File: config.mk
export PLATFORM = sky130hd
export DESIGN_NAME = accum_burst_ctrl
export DESIGN_NICKNAME = d
export VERILOG_FILES = /design/src/rtl/accum_burst_ctrl.sv
export SDC_FILE = /design/constraint.sdc
export NUM_CORES = 1
export LEC_CHECK = 0
export CAP_MARGIN = 40
export CORE_AREA = 3 3 221 223
export DETAILED_ROUTE_END_ITERATION = 16
export DIE_AREA = 0 0 224 226
export SETUP_SLACK_MARGIN = 0.1
export SLEW_MARGIN = 0
export SYNTH_ARGS = -nofsm -noshare
export SYNTH_HDL_FRONTEND = slang
export SYNTH_SLANG_ARGS = --single-unit
File: constraint.sdc
create_clock -name clk -period 2.6 [get_ports clk]
set_input_delay 0.78 -clock clk [delete_from_list [all_inputs] [get_ports clk]]
set_output_delay 0.78 -clock clk [all_outputs]
set_load 0.02 [all_outputs]
File: src/rtl/accum_burst_ctrl.sv
// Accumulator burst write controller.
// Launches a burst of cfg_len beats starting at cfg_base. In load mode each
// beat is fetched from the s_* stream, then issued on the write-command and
// write-data channels. In clear mode all-zero beats are issued back to back.
// Ports:
//   clk, rstn                 clock, async active-low reset
//   start, cfg_*              burst launch and configuration (latched in IDLE)
//   s_valid/s_ready/s_data    input beat stream
//   wr_valid/wr_ready, wr_addr, wr_mask, wr_zone_id, accum_en   write command
//   wvalid/wready, wdata      write data
//   busy, done                burst status
module accum_burst_ctrl #(
  parameter int unsigned NUM_BANKS  = 4,
  parameter int unsigned ADDR_WIDTH = 9,
  parameter int unsigned DATA_WIDTH = 64,
  parameter int unsigned ZONE_WIDTH = 2,
  parameter int unsigned LEN_WIDTH  = 10
) (
  input  logic                            clk,
  input  logic                            rstn,
  input  logic                            start,
  input  logic                            cfg_clear,
  input  logic [ZONE_WIDTH-1:0]           cfg_zone,
  input  logic [ADDR_WIDTH-1:0]           cfg_base,
  input  logic [LEN_WIDTH-1:0]            cfg_len,
  input  logic [NUM_BANKS-1:0]            cfg_mask,
  input  logic                            cfg_accum,
  input  logic                            s_valid,
  output logic                            s_ready,
  input  logic [NUM_BANKS*DATA_WIDTH-1:0] s_data,
  output logic                            wr_valid,
  input  logic                            wr_ready,
  output logic [ADDR_WIDTH-1:0]           wr_addr,
  output logic [NUM_BANKS-1:0]            wr_mask,
  output logic [ZONE_WIDTH-1:0]           wr_zone_id,
  output logic                            accum_en,
  output logic                            wvalid,
  input  logic                            wready,
  output logic [NUM_BANKS*DATA_WIDTH-1:0] wdata,
  output logic                            busy,
  output logic                            done
);

  localparam int unsigned BUS_W = NUM_BANKS * DATA_WIDTH;

  typedef enum logic [1:0] {IDLE, FETCH, ISSUE, DONE} state_t;

  state_t                state;
  logic                  clear_q;
  logic [ADDR_WIDTH-1:0] base_q;
  logic [LEN_WIDTH-1:0]  len_q;
  logic [LEN_WIDTH-1:0]  beat_idx;

  logic [LEN_WIDTH-1:0]  next_idx_c;
  logic [ADDR_WIDTH-1:0] next_addr_c;
  logic                  beat_done_c;

  // A channel counts as finished once its valid has dropped or is being accepted now.
  assign next_idx_c  = beat_idx + LEN_WIDTH'(1);
  assign next_addr_c = base_q + ADDR_WIDTH'(next_idx_c);
  assign beat_done_c = (!wr_valid || wr_ready) && (!wvalid || wready);

  // Burst FSM with registered outputs.
  always_ff @(posedge clk or negedge rstn) begin
    if (!rstn) begin
      state      <= IDLE;
      clear_q    <= 1'b0;
      base_q     <= '0;
      len_q      <= '0;
      beat_idx   <= '0;
      s_ready    <= 1'b0;
      wr_valid   <= 1'b0;
      wvalid     <= 1'b0;
      wr_addr    <= '0;
      wr_mask    <= '0;
      wr_zone_id <= '0;
      accum_en   <= 1'b0;
      wdata      <= '0;
      busy       <= 1'b0;
      done       <= 1'b0;
    end else begin
      case (state)
        IDLE: begin
          done <= 1'b0;
          if (start) begin
            clear_q    <= cfg_clear;
            base_q     <= cfg_base;
            len_q      <= cfg_len;
            wr_mask    <= cfg_mask;
            wr_zone_id <= cfg_zone;
            accum_en   <= cfg_accum;
            beat_idx   <= '0;
            wr_addr    <= cfg_base;
            busy       <= 1'b1;
            if (cfg_len == '0) begin
              state <= DONE;
              done  <= 1'b1;
            end else if (!cfg_clear) begin
              state   <= FETCH;
              s_ready <= 1'b1;
            end else begin
              state    <= ISSUE;
              wdata    <= BUS_W'(0);
              wr_valid <= 1'b1;
              wvalid   <= 1'b1;
            end
          end
        end

        FETCH: begin
          if (s_valid && s_ready) begin
            wdata    <= s_data;
            s_ready  <= 1'b0;
            wr_valid <= 1'b1;
            wvalid   <= 1'b1;
            state    <= ISSUE;
          end
        end

        ISSUE: begin
          // Each channel retires on its own handshake.
          if (wr_valid && wr_ready) wr_valid <= 1'b0;
          if (wvalid && wready)     wvalid   <= 1'b0;
          if (beat_done_c) begin
            beat_idx <= next_idx_c;
            wr_addr  <= next_addr_c;
            if (next_idx_c == len_q) begin
              state <= DONE;
              done  <= 1'b1;
            end else if (clear_q) begin
              // Back-to-back zero beats: re-arm both channels immediately.
              wr_valid <= 1'b1;
              wvalid   <= 1'b1;
            end else begin
              state   <= FETCH;
              s_ready <= 1'b1;
            end
          end
        end

        DONE: begin
          done  <= 1'b0;
          busy  <= 1'b0;
          state <= IDLE;
        end

        default: state <= IDLE;
      endcase
    end
  end

endmodule

* After elaboration in Yosys (flattened, before gate mapping)
Cells that the tools add are included. W data, S select, Z words.
Storage, ports and cells: memory bits (read-only) 0, word-level logic and storage cells 102, bits in registers 309, memories 0, latch bits 0, RAM bits 0
Cells by class: multiplexer cells 48, $mul 0, bitwise gates (word level) 0, reduce and logical (&&, ||, !) cells 23, order comparisons 0, divide/modulo/power cells 0, equality and inequality tests 14, shift-type cells 0, add/sub/neg operators 2
Operators with widths (count):
- $mux W256 | 4
- $pmux W256 S2 | 1
- $mux W1 | 24
- $mux W10 | 2
- $pmux W10 S2 | 1
- $mux W9 | 2
- $ne A2 B2 Y1 const B | 9
- $pmux W9 S2 | 1
- $mux W2 | 7
- $pmux W1 S3 | 4
- $add A10 B1 Y10 const B | 1
- $eq A10 B10 Y1 | 1
- $logic_not A10 Y1 | 1
- $reduce_and A5 Y1 | 2
- $add A9 B9 Y9 | 1
- $pmux W2 S4 | 1
- $reduce_and A8 Y1 | 1
- $reduce_and A3 Y1 | 2
- $reduce_bool A2 Y1 | 3
- $reduce_bool A3 Y1 | 2
- $eq A2 B2 Y1 const B | 2
- $logic_and A1 B1 Y1 | 4
- $reduce_and A2 Y1 | 2
- $reduce_and A4 Y1 | 1
- 6 further kinds | 8

* Logic depth before layout (Yosys ltp)
depth in word-level cells 6, mapped depth 11, mapped depth without buffers 10

* Worst setup path after synthesis
OpenSTA, ideal clock, no wires.
path kind reg-to-reg, from reg beat_idx[1], to reg wr_addr[7], setup slack 0.365 ns, arrival time 2.107 ns, setup time 0.128 ns, stages on the path, launching flop included 12, path buffers 1, cell sequence dfrtp_1 -> ha_1 -> buf_2 -> inv_1 -> nor2_2 -> xnor2_1 -> ha_1 -> or2_2 -> o31a_1 -> o41ai_1 -> mux2i_1 -> nand3_1
Between the ends: cells in the longest elaborated chain, start to end 4
RTL lines:
- from (decl) | RTL line 52 | logic [LEN_WIDTH-1:0] beat_idx;
- from (signal assigned) | RTL line 125 | beat_idx <= next_idx_c;
- $add A10 B1 Y10 | RTL line 59 | assign next_idx_c = beat_idx + LEN_WIDTH'(1);
- $add A9 B9 Y9 | RTL line 60 | assign next_addr_c = base_q + ADDR_WIDTH'(next_idx_c);
- $mux W9 | RTL line 124 | if (beat_done_c) begin
- $pmux W9 S2 | RTL line 82 | case (state)
- to (signal assigned) | RTL line 93 | wr_addr <= cfg_base;
- to (signal assigned) | RTL line 126 | wr_addr <= next_addr_c;
- to (decl) | RTL line 33 | output logic [ADDR_WIDTH-1:0] wr_addr,
Every way passes these cells. The select of a mux whose other input is x is not followed. A chain may end at the register's enable or synchronous reset.

* Worst setup path in the final report
from reg s_ready, to out s_ready
RTL lines:
- from (decl) | RTL line 29 | output logic s_ready,
- from (signal assigned) | RTL line 71 | s_ready <= 1'b0;
- from (signal assigned) | RTL line 100 | s_ready <= 1'b1;
- from (signal assigned) | RTL line 113 | s_ready <= 1'b0;
No word-level cell between the ends.

==> run summary <==
port bufs: 565
initial antenna violation count: 2
Clk pin slew, worst setup/hold paths: 0.06 ns
Tot GR Track Use: 16.5%
Critical Path RT: 1.82 ns
core area: 46800 sq um
fin crit share: 92.7%
largest net degree at the start of global routing: 74
crit path cell chain: clkdlybuf4s50_1
Worst Skew: 0.0187 ns
Clock Sinks: 309
power density over cell area: 1260 nW/um^2
htree depth: 2
Post-synth EDFFs: 0
unrepaired setup endpoints after global routing: false
post-synth top area cell: dfrtp_1
num ports: 566
Final Cell Area: 20200 sq um
Async SR Flop Fraction: 100%
remaining global-route overflow: 0
top post-synthesis cells by area: dfrtp_1 64%, a22o_1 19%, nand2_1 3.2%, buf_2 1.5%, clkbuf_1 1.3%
Peak Freq: 415 MHz
CTS tree: built
Die Y-Extent: 226 um
class of the most critical setup path: reg2out
library cells used by synthesis: 54
Post-Synth Adder-Cell Area: 1.11%
Placer Congestion: 0.797
Mapped Area: 12000 sq um
post-route minimum period: 2.41 ns
Synth Warn #: 0
Leakage Power: 0.00904 uW
Area Growth Syn to Fin: 68.3%
number of fill cells: 4371
area occupied by registers: 7740 sq um
wire length per cell: 20.2 um
count leader, synth: dfrtp_1
vias in the first global route: 10600
largest family of logic cells by synthesized area: compound AO/OA/AOI/OAI gates
CTS Buffer Depth: 3
DIE AREA: 50600 sq um
clock buffer count from CTS: 36
Via density: 4.72
slowest CP cell: clkdlybuf4s50_1
Final Non-Filler Cells: 2159
Detailed Route WL: 43.6 mm
Cells after DPL: 2096
Slew headroom: 54.0%
post-synthesis sequential area ratio: 64.5%
first-pass detailed-route iteration total: 5
vias post-DR: 10200
number of routed nets with antenna violations: 0
clk_lat worst skew: 0.52 ns
Main synth FF type: dfrtp_1
status: complete, no violations
DRC violations left: 0
first-pass GRT wire length: 65.5 mm
family with the most delay on the worst path: buffers and inverters
CTS Hold Bufs: 0
Clock Tree Root: clkbuf_16
Post-synth top cells: 309 x dfrtp_1, 258 x a22o_1, 101 x nand2_1
Multi-input gate area: 3930 sq um
crit path DAT: 1.63 ns
Worst Hold Class: in2async
Post-DP HPWL: 32.6 mm
Core Rows: 79
crit path launch type: register
die width: 224 um
worst path bufs/invs: 1
maximum fanout along the worst path: 4
post-synthesis compound-gate area fraction: 22.7%
Mean Syn Cell Area: 12.9 sq um
mux cell area share after synthesis: 0.250%
Setup violations, final: 0
CP Capture Type: output port
XOR/XNOR Fraction of Synth Area: 1.76%
starting density of the core: 25.6%
simple-gate share of the synthesized area: 6.47%
final-report max-slew violation count: 0
post-synth top area share: 64.5%
worst-margin pin slew: 0.690 ns
NumNets Final: 1826
Hold Vio Cnt, Final: 0
peak supply drop: 0.522 mV
Crit path largest cell delay: 0.71 ns
share of cells above drive strength 1: 9.99%
net count after synthesis: 1226
DR iter-0 viols: 619
synthesized flop and latch total: 309
DP Area: 18900 sq um
post-synthesis cell count: 927
Max-Cap Viols: 0
[cell type report]
class                           instances  share of cell area (%)
Multi-Input combinational cell        528                    19.5
Sequential cell                       309                    38.3
Antenna cell                            1                  0.0124
Timing Repair Buffer                  640                    32.0
Inverter                               12                   0.223
Clock inverter                         11                   0.992
Tap cell                              607                    3.76
Clock buffer                           51                    5.20
[flip-flops by register name, indices dropped and copies added (netlist names)]
register	count
wdata	256
beat_idx	10
len_q	10
base_q	9
wr_addr	9
wr_mask	4
state	2
wr_zone_id	2
accum_en	1
busy	1
clear_q	1
done	1
s_ready	1
wr_valid	1
wvalid	1
[where the power goes]
part	internal [uW]	switching (uW)
sequential	6860	1380
combinational	5900	6060
clock	3320	2010
total	16100	9440
[per-layer routing]
layer,track usage (%),vias to the layer above,routed length (um)
met5,0,-,9
met3,4.94,59,3450
met4,4.83,2,1070
met1,21.2,5079,18100
li1,-,4638,-
met2,27.2,420,21000
[final timing paths]
path	from	end	slack, ns	cells past startpoint
max	s_ready	s_ready	0.19	1
min	rstn	wr_mask[1]	0.26	1
max reg2reg	beat_idx[0]	wr_addr[6]	0.25	11
min reg2reg	wr_zone_id[1]	wr_zone_id[1]	0.48	2
max in group asynchronous	rstn	wdata[16]	1.62	2
min in group clk	wr_zone_id[1]	wr_zone_id[1]	0.48	2
[cell families (layout without fill, tap and decap cells)]
logic type                 count (synthesis)  in the layout
AOI/OAI and AO/OA                        328            328
DFF                                      309            309
and+or+nand+nor                          166            166
buffers and inverters                     90            714
xor gates and xnor gates                  21             21
adders and majority gates                 10             10
muxes                                      3              3
other                                      0              1
[repair_timing]
action,4_1_cts,5_1_grt
buffers inserted,0,0
pin swaps,0,1
gates resized for setup,2,12
endpoints found under the hold margin,0,0
setup endpoints to repair,2,3
[metrics by stage]
step                      hold slack, ns  setup WS [ns]  setup TNS [ns]  util, %  total power (uW)
after floorplan                    0.452          0.365               0        -             13800
after global placement             0.459         -0.278          -62.26     40.4             20100
after detailed placement           0.461         -0.311          -66.20     40.4             20300
after CTS                          0.251          0.123               0     43.1             25800
after global routing               0.271          0.114               0     43.2             26900
final                              0.257          0.191               0     43.2             25500
[layout by cell type, fill, tap and decap left out, types with 4 or more instances in the layout]
| master | count |
|---|---|
| clkdlybuf4s50_1 | 563 |
| dfrtp_1 | 305 |
| a22o_1 | 258 |
| nand2_1 | 100 |
| buf_4 | 56 |
| clkbuf_16 | 37 |
| o21ai_0 | 23 |
| nor2_1 | 19 |
| buf_12 | 19 |
| inv_1 | 12 |
| nand3_1 | 10 |
| xnor2_1 | 10 |
| a21oi_1 | 9 |
| xor2_1 | 8 |
| ha_1 | 8 |
| clkbuf_1 | 7 |
| clkbuf_8 | 7 |
| nor2b_1 | 6 |
| a31oi_1 | 5 |
| bufinv_16 | 5 |
| nand2b_1 | 4 |
| a21o_1 | 4 |
| o41ai_1 | 4 |
| o21ai_1 | 4 |
| dfrtp_2 | 4 |
Power figures use the tool's default switching activity.
